**config.mk**
```make
export PLATFORM = sky130hd
export DESIGN_NAME = pcie_tx_arbiter
export DESIGN_NICKNAME = d
export VERILOG_FILES = /design/src/rtl/pcie_tx_arbiter.sv
export SDC_FILE = /design/constraint.sdc
export NUM_CORES = 1
export LEC_CHECK = 0
export CORE_AREA = 3 3 107 109
export CTS_CLUSTER_DIAMETER = 60
export DETAILED_ROUTE_END_ITERATION = 8
export DIE_AREA = 0 0 110 112
export PLACE_DENSITY = 0.72
export SYNTH_ARGS = -nofsm -noshare
export SYNTH_HDL_FRONTEND = slang
export SYNTH_SLANG_ARGS = --single-unit
```
**constraint.sdc**
```tcl
create_clock -name clock -period 2.65 [get_ports clock]
set_clock_uncertainty 0.05 [all_clocks]
set_input_delay 0.265 -clock clock [delete_from_list [all_inputs] [get_ports clock]]
set_output_delay 0.265 -clock clock [all_outputs]
set_load 0.03 [all_outputs]
```
**src/rtl/pcie_tx_arbiter.sv**
```systemverilog
// Transmit-side TLP arbiter: strict-priority completions, round-robin writes/reads,
// whole-TLP ownership of the AXI-stream link and a cap on non-posted reads in flight.
module pcie_tx_arbiter #(
    parameter int MAX_OUTSTANDING = 4
) (
    input  logic        clock,
    input  logic        reset_n,

    input  logic        cpl_valid,
    input  logic [63:0] cpl_data,
    input  logic        cpl_last,
    input  logic        cpl_1dw,
    output logic        cpl_ready,

    input  logic        wr_valid,
    input  logic [63:0] wr_data,
    input  logic        wr_last,
    input  logic        wr_1dw,
    output logic        wr_ready,

    input  logic        rd_valid,
    input  logic [63:0] rd_data,
    input  logic        rd_last,
    input  logic        rd_1dw,
    output logic        rd_ready,

    input  logic        rd_done,

    output logic        tx_tvalid,
    output logic [63:0] tx_tdata,
    output logic        tx_tlast,
    output logic        tx_1dw,
    input  logic        tx_tready,

    output logic [1:0]  grant,
    output logic [3:0]  outstanding
);

    typedef enum logic {IDLE, BUSY} state_t;

    localparam logic [1:0] GNT_NONE = 2'd0;
    localparam logic [1:0] GNT_CPL  = 2'd1;
    localparam logic [1:0] GNT_WR   = 2'd2;
    localparam logic [1:0] GNT_RD   = 2'd3;
    localparam logic [3:0] MAX_CNT  = 4'(MAX_OUTSTANDING);

    state_t state;
    logic   ptr_rd;
    logic   rd_eligible;
    logic   tx_done;
    logic   rd_inc;

    // grant is zero whenever the arbiter is idle, so the mux alone keeps every ready low there
    always_comb begin
        tx_tvalid = 1'b0;
        tx_tdata  = '0;
        tx_tlast  = 1'b0;
        tx_1dw    = 1'b0;
        cpl_ready = 1'b0;
        wr_ready  = 1'b0;
        rd_ready  = 1'b0;
        case (grant)
            GNT_CPL: begin
                tx_tvalid = cpl_valid;
                tx_tdata  = cpl_data;
                tx_tlast  = cpl_last;
                tx_1dw    = cpl_1dw;
                cpl_ready = tx_tready;
            end
            GNT_WR: begin
                tx_tvalid = wr_valid;
                tx_tdata  = wr_data;
                tx_tlast  = wr_last;
                tx_1dw    = wr_1dw;
                wr_ready  = tx_tready;
            end
            GNT_RD: begin
                tx_tvalid = rd_valid;
                tx_tdata  = rd_data;
                tx_tlast  = rd_last;
                tx_1dw    = rd_1dw;
                rd_ready  = tx_tready;
            end
            default: ;
        endcase
    end

    assign rd_eligible = rd_valid && (outstanding < MAX_CNT);
    assign tx_done     = tx_tvalid && tx_tready && tx_tlast;
    assign rd_inc      = (grant == GNT_RD) && rd_valid && tx_tready && rd_last;

    always_ff @(posedge clock or negedge reset_n) begin
        if (!reset_n) begin
            state  <= IDLE;
            grant  <= GNT_NONE;
            ptr_rd <= 1'b0;
        end else begin
            case (state)
                IDLE: begin
                    if (cpl_valid) begin
                        grant <= GNT_CPL;
                        state <= BUSY;
                    end else if (wr_valid && (!rd_eligible || !ptr_rd)) begin
                        grant  <= GNT_WR;
                        ptr_rd <= 1'b1;
                        state  <= BUSY;
                    end else if (rd_eligible) begin
                        grant  <= GNT_RD;
                        ptr_rd <= 1'b0;
                        state  <= BUSY;
                    end
                end
                BUSY: begin
                    if (tx_done) begin
                        grant <= GNT_NONE;
                        state <= IDLE;
                    end
                end
                default: begin
                    grant <= GNT_NONE;
                    state <= IDLE;
                end
            endcase
        end
    end

    // A read leaving and its final completion arriving in the same cycle cancel out
    always_ff @(posedge clock or negedge reset_n) begin
        if (!reset_n) begin
            outstanding <= '0;
        end else if (rd_inc && !rd_done) begin
            outstanding <= outstanding + 4'd1;
        end else if (!rd_inc && rd_done && (outstanding != 4'd0)) begin
            outstanding <= outstanding - 4'd1;
        end
    end

endmodule
```
==> Word level (Yosys, flattened, before mapping) <==
Cells that the tools add are included.
{ "classes": {"div_mod_pow": 0, "n_reduce_logical": 20, "n_lt_le_gt_ge": 1, "shifts": 0, "bitwise": 2, "mux": 21, "n_eq_ne": 5, "add_sub_neg": 2, "mul": 0} }
{ "op_table": {"columns": ["operator", "count"], "rows": [
  ["64-bit case mux with 3 select lines", 1],
  ["1-bit logical AND", 10],
  ["1-bit two-way mux", 9],
  ["1-bit case mux with 3 select lines", 3],
  ["2-bit two-way mux", 4],
  ["4-bit two-way mux", 2],
  ["4-bit by 1-bit adder with 4-bit output (second input constant)", 1],
  ["2-bit equality test (second input constant)", 2],
  ["1-bit zero test", 4],
  ["4-bit by 3-bit less-than comparator with 1-bit output (second input constant)", 1],
  ["4-bit != test (second input constant)", 1],
  ["2-bit case mux with 2 select lines", 1],
  ["2-bit nonzero test", 2],
  ["4-bit nonzero test", 1],
  ["4-bit by 1-bit subtractor with 4-bit output (second input constant)", 1],
  ["3-bit AND reduction", 1],
  ["2-bit by 1-bit equality test with 1-bit output (second input constant)", 1],
  ["2-bit by 1-bit != test with 1-bit output (second input constant)", 1],
  ["1-bit inverter", 2],
  ["1-bit case mux with 2 select lines", 1],
  ["2-bit AND reduction", 1],
  ["1-bit logical OR", 1]
]} }
{ "totals": {"ram_bits": 0, "memories": 0, "ff_bits": 8, "mem_bits_ro": 0, "wordCells": 55, "inputBits": 205, "out_inout_bits": 76, "latch_bits": 0} }

==> Depth between registers and ports, before layout <==
{ "depth": {"ltp_word": 9, "ltp_mapped": 7} }

==> Worst setup path after synthesis <==
No wires, ideal clock.
{ "synth_path": {"kind": "register -> register", "startpoint": "reg grant[0]", "endpoint": "reg outstanding[3]", "path_buffers": 0, "t_required_ps": 2521, "t_arrival_ps": 2137, "slack_ps": 384, "period_less_slack_ps": 2266, "stages_incl_launch_ff": 8, "cell_sequence": "dfrtp_1 nand3_1 or3_4 ha_1 a21o_1 a21oi_1 nor3b_1 a2bb2oi_1"} }
{ "synth_between": {"elab_chain_cells": 8, "elab_cells_between_ends": 10, "classes_between": "eq/ne: 1; mux: 1; reduce/logical: 8"} }
{ "synth_rtl": {"columns": ["element", "line_no", "text"], "rows": [
  ["start, declared", "35", "output logic [1:0] grant,"],
  ["start signal, assigned", "95", "grant <= GNT_NONE;"],
  ["start signal, assigned", "101", "grant <= GNT_CPL;"],
  ["start signal, assigned", "104", "grant <= GNT_WR;"],
  ["2-bit equality test *", "90", "assign rd_inc = (grant == GNT_RD) && rd_valid && tx_tready && rd_last;"],
  ["1-bit logical AND * (3 in series)", "90", null],
  ["1-bit zero test", "133", "end else if (!rd_inc && rd_done && (outstanding != 4'd0)) begin"],
  ["1-bit logical AND (2 in series)", "133", null],
  ["2-bit nonzero test (no source line)", null, null],
  ["end signal, assigned", "132", "outstanding <= outstanding + 4'd1;"],
  ["end signal, assigned", "134", "outstanding <= outstanding - 4'd1;"],
  ["end, declared", "36", "output logic [3:0] outstanding"]
]} }
Every way passes the cells marked *; elsewhere a longest branch is shown, timed or not.
A chain may end at the register's enable or synchronous reset.

==> Worst setup path after layout <==
{ "layout_path": {"startpoint": "in tx_tready", "endpoint": "reg outstanding[3]"} }
{ "layout_between": {"elab_chain_cells": 6, "elab_cells_between_ends": 8, "classes_between": "mux: 1; reduce/logical: 7"} }
{ "layout_rtl": {"columns": ["element", "line_no", "text"], "rows": [
  ["start, declared", "33", "input logic tx_tready,"],
  ["1-bit logical AND * (2 in series)", "90", null],
  ["1-bit zero test", "133", null],
  ["1-bit logical AND (2 in series)", "133", null],
  ["2-bit nonzero test (no source line)", null, null]
]} }
Marks and branches as above.

==> results.json <==
{
  "min_period_ps": 2406,
  "status": "finished clean",
  "drive_gt1_share_pct": 30.13,
  "vias_per_cell": 4.647,
  "synth_nets": 418,
  "worstPathArrival_ps": 2510,
  "finalSetupViolCount": 0,
  "rows": 38,
  "tightest_slew_ps": 503.2,
  "multi_input_area_um2": 1652,
  "timing.hold.ws_ps": 271.4,
  "min_path_type": "input port to asynchronous set/reset pin",
  "maxSlewViolCount": 0,
  "synthFlopType": "dfrtp_1",
  "critical_path_buf_inv_count": 1,
  "ant_nets": 0,
  "max_cap_viol_count": 0,
  "ctsLongestPathBuffers": 2,
  "pin_count": 281,
  "ctsResizeCount": 0,
  "cpPeakStageDelay_ps": 490,
  "numCtsBuffers": 3,
  "grt_pass1_vias": 2941,
  "numPortBuffers": 280,
  "crit_family": "simple AND/OR/NAND/NOR gates",
  "critPathKind": "input port to flip-flop",
  "power.leakage_nw": 1.950,
  "startpoint_type": "input port",
  "p_per_area_nw_per_um2": 913.4,
  "overflow": 0,
  "cts_tree": "built",
  "synthesis.area_um2": 1959,
  "ctsHoldBuffers": 0,
  "grt_max_degree": 62,
  "clockRootBuffer": "clkbuf_8",
  "nets": 687,
  "grt_antenna_before_repair": 0,
  "antennaDiodeCount": 0,
  "slew_headroom_pct": 66.45,
  "synth_top_cell_area_share_pct": 37.93,
  "route.detailed.drc": 0,
  "regArea_um2": 202.7,
  "wl_per_cell_um": 18.04,
  "cts_setup_buffers": 0,
  "synth_warnings": 0,
  "min_period_over_period_pct": 90.78,
  "drtIter0Drc": 122,
  "dr.pass1.iters": 4,
  "core_area_um2": 10700,
  "grt_pass1_wl_um": 16160,
  "area_growth_pct": 147.8,
  "synth_cells": 210,
  "final_util_pct": 45.39,
  "crit_path_cell_trace": "clkdlybuf4s50_1 > nand3_1 > or3_4 > ha_1 > a21o_1 > a21oi_1 > nor3b_1 > a2bb2oi_1",
  "die_w_um": 110,
  "synth_top_area_cell": "mux2_2",
  "track_usage_pct": 16.49,
  "die_area_um2": 12320,
  "path_max_fanout": 6,
  "fillers": 1031,
  "dpl.hpwl_um": 9262,
  "htreeDepth": 1,
  "slowest_stage": "clkdlybuf4s50_1",
  "cts.sinks": 8,
  "synth-seq-cells": 8,
  "yosysSeqAreaShare_pct": 10.22,
  "clock.fmax_mhz": 415.7,
  "clk_latency_ps": 230,
  "synth_area_leaders": "mux2_2, a22o_1, dfrtp_1",
  "rsz0062_at_grt": "no",
  "avgSynthCellArea_um2": 9.330,
  "end_kind": "flip-flop",
  "synth_cell_type_count": 32,
  "die_h_um": 112,
  "irDropWorstVdd_v": 0.0007022,
  "routed_wl_um": 11150,
  "tns_ps": 0,
  "synth_edf_count": 0,
  "start_util_pct": 18.32,
  "hold_viol_final": 0,
  "dr_total_vias": 2872,
  "clk_pin_slew_worst_paths_ps": 40,
  "async_flop_share_pct": 100.0,
  "required_ps": 2760,
  "synth_common_cells": "a22o_1, mux2_2, buf_2, clkbuf_1, dfrtp_1",
  "gp_congestion": 0.8834
}
-- cell type report --
type | count | share of cell area, %
repair buffers | 287 | 57.20
inverters | 1 | 0.07730
clock buffers | 4 | 0.9276
multi-input cells | 178 | 34.01
well taps | 140 | 3.607
flip-flops and latches | 8 | 4.174
-- registers in the layout, indices dropped and copies added (netlist names) --
signal / count
ptr_rd: 1
grant: 2
state: 1
outstanding: 4
-- cells in the final DEF, fill, tap and decap left out, types with 2 or more instances in the layout --
cell type	count
nand3_1	3
ha_1	2
a22o_1	66
clkbuf_8	3
dfrtp_2	2
a31oi_1	2
a21oi_1	4
nand2b_1	3
nor4_1	2
buf_4	62
mux2_2	66
nor2_1	2
buf_12	6
nand2_1	5
a2bb2oi_1	2
nor3b_1	2
dfrtp_1	6
xor2_1	2
o21ai_1	3
clkdlybuf4s50_1	219
mux2_1	2
-- routing by layer --
layer / global-route usage, % / routed length, µm
met2: 30.66 / 5778
met3: 3.188 / 942
met5: 0 / 0
met4: 3.741 / 217
met1: 19.03 / 4213
-- worst paths after layout --
kind,slack (ps),endpoint,depth (start not counted),from
worst max-delay path,240,outstanding[3],8,tx_tready
worst min-delay path,270,ptr_rd,1,reset_n
min in group clock,440,ptr_rd,1,ptr_rd
worst min register to register,440,ptr_rd,1,ptr_rd
worst max register to register,410,outstanding[3],7,grant[0]
max in group asynchronous,1980,grant[0],1,reset_n
-- where the power goes --
group / switching [mW] / total [mW] / internal, mW
Sequential: 0.0761 / 0.258 / 0.182
Clock: 0.0541 / 0.159 / 0.105
Combinational: 2.16 / 4.02 / 1.86
Total: 2.29 / 4.44 / 2.15
-- metrics by stage --
step                area (µm²)  power [mW]  setup slack, ps  instances
floorplan                 1959       2.741            383.9        210
global placement          4811       4.251            126.3        614
detailed placement        4811       4.297            36.93        614
CTS                       4856       4.480            226.5        618
global route              4856       4.682            161.4        618
finish                    4856       4.435            244.4        618
-- cell families (layout without fill, tap and decap cells) --
| logic type | Yosys count | count (layout) | share of synthesized area [%] |
|---|---|---|---|
| adders and majority gates | 3 | 3 | 2.299 |
| DFF | 8 | 8 | 10.22 |
| and+or+nand+nor | 22 | 22 | 6.577 |
| muxes | 69 | 69 | 39.59 |
| xor gates and xnor gates | 2 | 2 | 0.8942 |
| buffers and inverters | 24 | 292 | 5.556 |
| AOI/OAI and AO/OA | 82 | 82 | 34.87 |
Note: power is estimated with default switching activity, not from simulation.
